<file path="src/rtl/pcie_flow_ctrl.sv">
// Flow-control and configuration controller for the device-1 switch layer.
// Sequences reset/init/idle/active/error and arbitrates P0/P1 FIFO pops.
module pcie_flow_ctrl #(
    parameter int DATA_SIZE  = 10,
    parameter int MAIN_SIZE  = 8,
    parameter int TH_WIDTH   = 3,
    parameter int STARVE_MAX = 4
) (
    input  logic                clk,
    input  logic                reset,
    input  logic                init,
    input  logic [TH_WIDTH-1:0] th_almost_full_in,
    input  logic [TH_WIDTH-1:0] th_almost_empty_in,
    input  logic                fifo_empty0,
    input  logic                fifo_empty1,
    input  logic                fifo_error0,
    input  logic                fifo_error1,
    input  logic                down_almostfull0,
    input  logic                down_almostfull1,
    output logic                pop_0,
    output logic                pop_1,
    output logic [TH_WIDTH-1:0] th_almost_full,
    output logic [TH_WIDTH-1:0] th_almost_empty,
    output logic [2:0]          state,
    output logic                idle,
    output logic                error_out
);

    typedef enum logic [2:0] {
        ST_RESET  = 3'd0,
        ST_INIT   = 3'd1,
        ST_IDLE   = 3'd2,
        ST_ACTIVE = 3'd3,
        ST_ERROR  = 3'd4
    } state_t;

    localparam logic [3:0] STARVE_MAX_C = 4'(STARVE_MAX);

    // Informational parameters only bound the legal configuration space.
    if (STARVE_MAX < 1 || STARVE_MAX > 15 || MAIN_SIZE < 2 || DATA_SIZE < 1) begin : g_param_check
        $error("pcie_flow_ctrl: parameter out of range");
    end

    state_t              state_q, state_d;
    logic [TH_WIDTH-1:0] th_af_q, th_af_d;
    logic [TH_WIDTH-1:0] th_ae_q, th_ae_d;
    logic [3:0]          starve_q, starve_d;

    logic err;
    logic elig0, elig1;
    logic grant0, grant1;
    logic active;

    assign err    = fifo_error0 | fifo_error1;
    assign active = (state_q == ST_ACTIVE);
    assign elig0  = ~fifo_empty0 & ~down_almostfull0;
    assign elig1  = ~fifo_empty1 & ~down_almostfull1;
    assign grant1 = elig1 & (~elig0 | (starve_q == STARVE_MAX_C));
    assign grant0 = elig0 & ~grant1;

    always_ff @(posedge clk) begin
        if (reset) begin
            state_q  <= ST_RESET;
            th_af_q  <= '0;
            th_ae_q  <= '0;
            starve_q <= 4'd0;
        end else begin
            state_q  <= state_d;
            th_af_q  <= th_af_d;
            th_ae_q  <= th_ae_d;
            starve_q <= starve_d;
        end
    end

    always_comb begin
        state_d = state_q;
        th_af_d = th_af_q;
        th_ae_d = th_ae_q;
        case (state_q)
            ST_RESET: begin
                state_d = ST_INIT;
                th_af_d = '0;
                th_ae_d = '0;
            end
            ST_INIT: begin
                // Errors are deliberately ignored while thresholds are configured.
                th_af_d = th_almost_full_in;
                th_ae_d = th_almost_empty_in;
                if (!init) begin
                    state_d = ST_IDLE;
                end
            end
            ST_IDLE: begin
                if (err) begin
                    state_d = ST_ERROR;
                end else if (init) begin
                    state_d = ST_INIT;
                end else if (!fifo_empty0 || !fifo_empty1) begin
                    state_d = ST_ACTIVE;
                end
            end
            ST_ACTIVE: begin
                if (err) begin
                    state_d = ST_ERROR;
                end else if (init) begin
                    state_d = ST_INIT;
                end else if (fifo_empty0 && fifo_empty1) begin
                    state_d = ST_IDLE;
                end
            end
            ST_ERROR: begin
                state_d = ST_ERROR;
            end
            default: begin
                state_d = ST_RESET;
            end
        endcase
    end

    // Starvation counter: counts P0 wins while P1 waits, saturating at STARVE_MAX.
    always_comb begin
        starve_d = starve_q;
        if (!active || grant1 || !elig1) begin
            starve_d = 4'd0;
        end else if (grant0 && (starve_q < STARVE_MAX_C)) begin
            starve_d = starve_q + 4'd1;
        end
    end

    assign pop_0           = active & grant0 & ~err;
    assign pop_1           = active & grant1 & ~err;
    assign th_almost_full  = th_af_q;
    assign th_almost_empty = th_ae_q;
    assign state           = state_q;
    assign idle            = (state_q == ST_IDLE);
    assign error_out       = (state_q == ST_ERROR);

endmodule

</file>
<file path="config.mk">
export PLATFORM = sky130hd
export DESIGN_NAME = pcie_flow_ctrl
export DESIGN_NICKNAME = d
export VERILOG_FILES = /design/src/rtl/pcie_flow_ctrl.sv
export SDC_FILE = /design/constraint.sdc
export NUM_CORES = 1
export LEC_CHECK = 0
export CAP_MARGIN = 20
export CORE_MARGIN = 2
export CORE_UTILIZATION = 43
export DETAILED_ROUTE_END_ITERATION = 7
export PLACE_DENSITY = 0.85
export SLEW_MARGIN = 20
export SYNTH_ARGS = -nofsm -noshare
export SYNTH_HDL_FRONTEND = slang
export SYNTH_SLANG_ARGS = --single-unit
</file>
<file path="constraint.sdc">
create_clock -name clk -period 3.1 [get_ports clk]
set_clock_uncertainty 0.15 [all_clocks]
set_input_delay 0.62 -clock clk [delete_from_list [all_inputs] [get_ports clk]]
set_output_delay 0.62 -clock clk [all_outputs]
set_load 0.02 [all_outputs]
</file>
; ---- After elaboration in Yosys (flattened, before gate mapping)
; Cells that the tools add are included.
[totals]
ram_bits = 0
in_bits = 15
regBits = 13
rom_bits = 0
output_inout_bits = 13
latchBits = 0
wordCells = 54
n_memories = 0
[op_classes]
div_mod_pow = 0
n_bitwise = 17
order_cmp = 1
multipliers = 0
n_addsub = 1
n_reduce_logical = 13
n_shift = 0
n_eq_ne = 8
mux = 10
[ops]
columns = cell, count
row1 = $mux 3, 7
row2 = $pmux 3 s5, 1
row3 = $pmux 3 s2, 2
row4 = $and 1x1->1, 8
row5 = $not 1->1, 7
row6 = $eq 3x2->1 const B, 2
row7 = $add 4x1->4 const B, 1
row8 = $eq 4x3->1 const B, 1
row9 = $logic_not 1->1, 4
row10 = $lt 4x3->1 const B, 1
row11 = $ne 4x2->1 const B, 1
row12 = $ne 4x3->1 const B, 1
row13 = $eq 3x1->1 const B, 1
row14 = $eq 3x3->1 const B, 1
row15 = $logic_not 3->1, 1
row16 = $logic_or 1x1->1, 3
row17 = $reduce_and 3->1, 1
row18 = $logic_and 1x1->1, 2
row19 = $ne 2x2->1 const B, 1
row20 = $or 1x1->1, 2
row21 = $reduce_bool 2->1, 1
row22 = $reduce_or 2->1, 1

; ---- Longest topological paths before layout
[depth]
word_depth = 9
mapped_depth = 5
mapped_depth_nobuf = 5

; ---- Least setup slack after synthesis
; No wires, ideal clock.
[synth_path]
path_type = reg-to-output
start = register state_q[2], in the netlist state[2]
end = output error_out
required_time_ns = 2.330
arrival_ns = 1.250
stages_incl_launch_ff = 3
setup_slack_ns = 1.080
path_cell_list = dfxtp_1 -> buf_2 -> nor3b_1
[synth_between]
elab_chain_cells = 1
[synth_lines]
columns = item, line_no
row1 = "start, declared", 44  ; state_t state_q, state_d;
row2 = "start signal, assigned", 68  ; state_q <= state_d;
row3 = $eq 3x3->1, 136  ; assign error_out = (state_q == ST_ERROR);
row4 = "end, declared", 26  ; output logic error_out
; Every way passes these cells.

; ---- Final worst setup path
[layout_path]
start = input down_almostfull0
end = output pop_1
[layout_between]
elab_chain_cells = 7
[layout_lines]
columns = item, line_no
row1 = "start, declared", 18  ; input logic down_almostfull0,
row2 = $not 1->1, 56  ; assign elig0 = ~fifo_empty0 & ~down_almostfull0;
row3 = $and 1x1->1, 56
row4 = $not 1->1, 58  ; assign grant1 = elig1 & (~elig0 | (starve_q == STARVE_MAX_C));
row5 = $or 1x1->1, 58
row6 = $and 1x1->1, 58
row7 = $and 1x1->1 (2 in series), 131  ; assign pop_1 = active & grant1 & ~err;
row8 = "end, declared", 21  ; output logic pop_1,
; Every way passes these cells.

==> impl_metrics.tcl <==
set metrics [dict create \
    status "finished clean" \
    num_vias 633 \
    rows 13 \
    cts_hold_buf 0 \
    grt_overflow 0 \
    r2r_end "starve_q[0]" \
    drive_gt1_share_pct 10.7 \
    wirelength_um 1440 \
    yosysWarnings 0 \
    routedWlPerCell_um 12.2 \
    synth_common_cells "13 x dfxtp_1, 9 x nor2_1, 8 x a21oi_1, 7 x o21ai_0, 6 x nand3_1" \
    clkTransAtPathRegs_ns 0.08 \
    timing.hold.ws_ns 0.322 \
    dp_hpwl_um 1130 \
    cts_made_buffers 3 \
    relSlewSlack_pct 71.8 \
    hold_class "register to register" \
    period_share_pct 95.9 \
    n_antenna_cell 0 \
    synth_compound_area_share_pct 17.4 \
    avgSynthCellArea_um2 8.56 \
    ys_ff_latch 13 \
    netlist_instances 74 \
    grt_max_degree 15 \
    synth_top_family_by_area "simple AND/OR/NAND/NOR gates" \
    p_clk_share_pct 29.0 \
    synth_edf_count 0 \
    core-area_um2 1330 \
    grt_pass1_vias 630 \
    async_flop_share_pct 0 \
    syn_to_final_growth_pct 49.2 \
    cts_setup_buffers 0 \
    tns_ns 0 \
    synth.net_count 91 \
    grt_usage_pct 18.9 \
    clk_path_buf_depth 2 \
    crit_path_end_kind "output port" \
    rsz0062_at_grt "no" \
    drtIter0Drc 7 \
    grt_pass1_wl_um 2590 \
    die_h_um 42.4 \
    period_minus_slack_ns 2.97 \
    reg2regPathDepth 3 \
    arrival_ns 2.20 \
    grt_antenna_before_repair 0 \
    cp_max_fo 3 \
    fillers 118 \
    cp-startpoint "down_almostfull0" \
    fp.dieW_um 42.4 \
    ys_types 27 \
    regArea_um2 260 \
    drv_cap 0 \
    antenna_left 0 \
    final-setup-viol-count 0 \
    p_sw_mw 0.0942 \
    max_freq_ghz 0.336 \
    die_area_um2 1800 \
    powerDensity_nw_per_um2 378 \
    crit_type "input port to output port" \
    ir_drop_mv 0.300 \
    portBuffers 27 \
    endpoint "pop_1" \
    dr.pass1.iters 4 \
    leakagePower_nw 0.328 \
    timing_worst_slew_pin_value_ns 0.422 \
    slew_violations 0 \
    start_util_pct 47.5 \
    yosys_most_used_dff "dfxtp_1" \
    synth_adder_area_share_pct 3.95 \
    cts.sink_count 13 \
    reg2reg_from "state[1]" \
    syn-cell-area_um2 633 \
    required_ns 2.33 \
    layout.nets 121 \
    cts_tree "yes" \
    combPwrFrac_pct 19.6 \
    yosysTopAreaCellShare_pct 41.1 \
    ff2ff_setup_slack_ns 1.67 \
    cp-start-kind "input port" \
    clockRootBuffer "clkbuf_4" \
    multi_input_comb_area_um2 339 \
    ctsResizeCount 0 \
    clock_latency_ns 0.27 \
    gp_congestion 0.771 \
    swShare_pct 26.4 \
    drc 0 \
    synthTopCellsByArea "dfxtp_1 41%, a21oi_1 6.3%, o21ai_0 5.5%" \
    yosys.area.top_type "dfxtp_1" \
    htreeDepth 1 \
    io_pins 28 \
    power_frac_seq_pct 51.4 \
    hold_viol_final 0 \
    p_int_mw 0.263 \
    viasPerCell 5.36 \
    synth_xor_xnor_area_share_pct 1.38 \
    yosysSeqAreaShare_pct 41.1 \
    yosys.area_share.simple_pct 27.7 \
    synth.most_common_cell "dfxtp_1" \
    synth.area.mux_share_pct 3.16 \
]
-- area by class of cell --
type,count,share of cell area (%)
Tap cell,15,1.99
Clock buffer,4,2.78
Sequential cell,13,27.5
Inverter,4,1.59
Timing Repair Buffer,29,30.2
Multi-Input combinational cell,53,35.9
-- worst max-delay path: stages --
cell and delay, ns:
clkdlybuf4s50_1 0.48, nor2_1 0.08, a211oi_2 0.21, and4_1 0.21, clkdlybuf4s50_1 0.61
-- state kept, by name, summed over array words and instances (netlist names) --
register,count
th_almost_empty,3
th_almost_full,3
state,3
starve_q,4
-- power groups by stage --
| stage | combinational, mW | clock, mW | sequential (mW) |
|---|---|---|---|
| 3_5_place_dp | 0.0703 | 0 | 0.187 |
| 3_3_place_gp | 0.0693 | 0 | 0.187 |
| 4_1_cts | 0.0705 | 0.106 | 0.183 |
| 2_1_floorplan | 0.0276 | 0 | 0.189 |
| 5_1_grt | 0.0761 | 0.113 | 0.185 |
| 6_report | 0.0701 | 0.104 | 0.184 |
-- placed cells by master, fill, tap and decap left out, drive strengths merged, types with 4 or more instances in the layout --
cell | netlist | final
clkbuf | 1 | 4
nand3 | 6 | 6
inv | 4 | 4
dfxtp | 13 | 13
a21oi | 8 | 8
nor2 | 11 | 11
clkdlybuf4s50 | 0 | 27
o21ai | 7 | 7
-- how the worst min path moves through the flow --
stage | from | end | slack (ns) | cells after the start
after floorplan | starve_q[3] | starve_q[3] | 0.30 | 2
after global placement | th_almost_full[0] | th_almost_full[0] | 0.31 | 2
after detailed placement | th_almost_empty[0] | th_almost_empty[0] | 0.32 | 2
after CTS | th_almost_empty[0] | th_almost_empty[0] | 0.33 | 2
after global routing | th_almost_empty[0] | th_almost_empty[0] | 0.34 | 2
final | th_almost_full[1] | th_almost_full[1] | 0.32 | 2
-- per-layer routing --
metal  vias up  wire, um  GRT usage, %
met3         7        89          4.31
met1       281       654          22.3
met2        24       661          31.7
li1        321         -             -
met4         0        36          9.38
met5         -         0             0
-- metrics by stage --
| step | power, mW | instances | setup slack, ns | util [%] | cell area (um^2) |
|---|---|---|---|---|---|
| 2_1_floorplan | 0.217 | 74 | 1.08 | - | 633 |
| 3_3_place_gp | 0.256 | 114 | 0.155 | 68.9 | 918 |
| 3_5_place_dp | 0.258 | 114 | 0.129 | 68.9 | 918 |
| 4_1_cts | 0.360 | 118 | 0.128 | 70.8 | 945 |
| 5_1_grt | 0.375 | 118 | 0.0200 | 70.8 | 945 |
| 6_report | 0.357 | 118 | 0.126 | 70.8 | 945 |
-- cell families (layout without fill, tap and decap cells) --
logic type	after synthesis	count (layout)
buffers and inverters	8	37
flip-flops	13	13
adder cells (fa/ha/maj)	2	2
AND/OR/NAND/NOR	29	29
AO/OA/AOI/OAI	19	19
multiplexers	2	2
XOR/XNOR	1	1
Note: power is estimated with default switching activity, not from simulation.
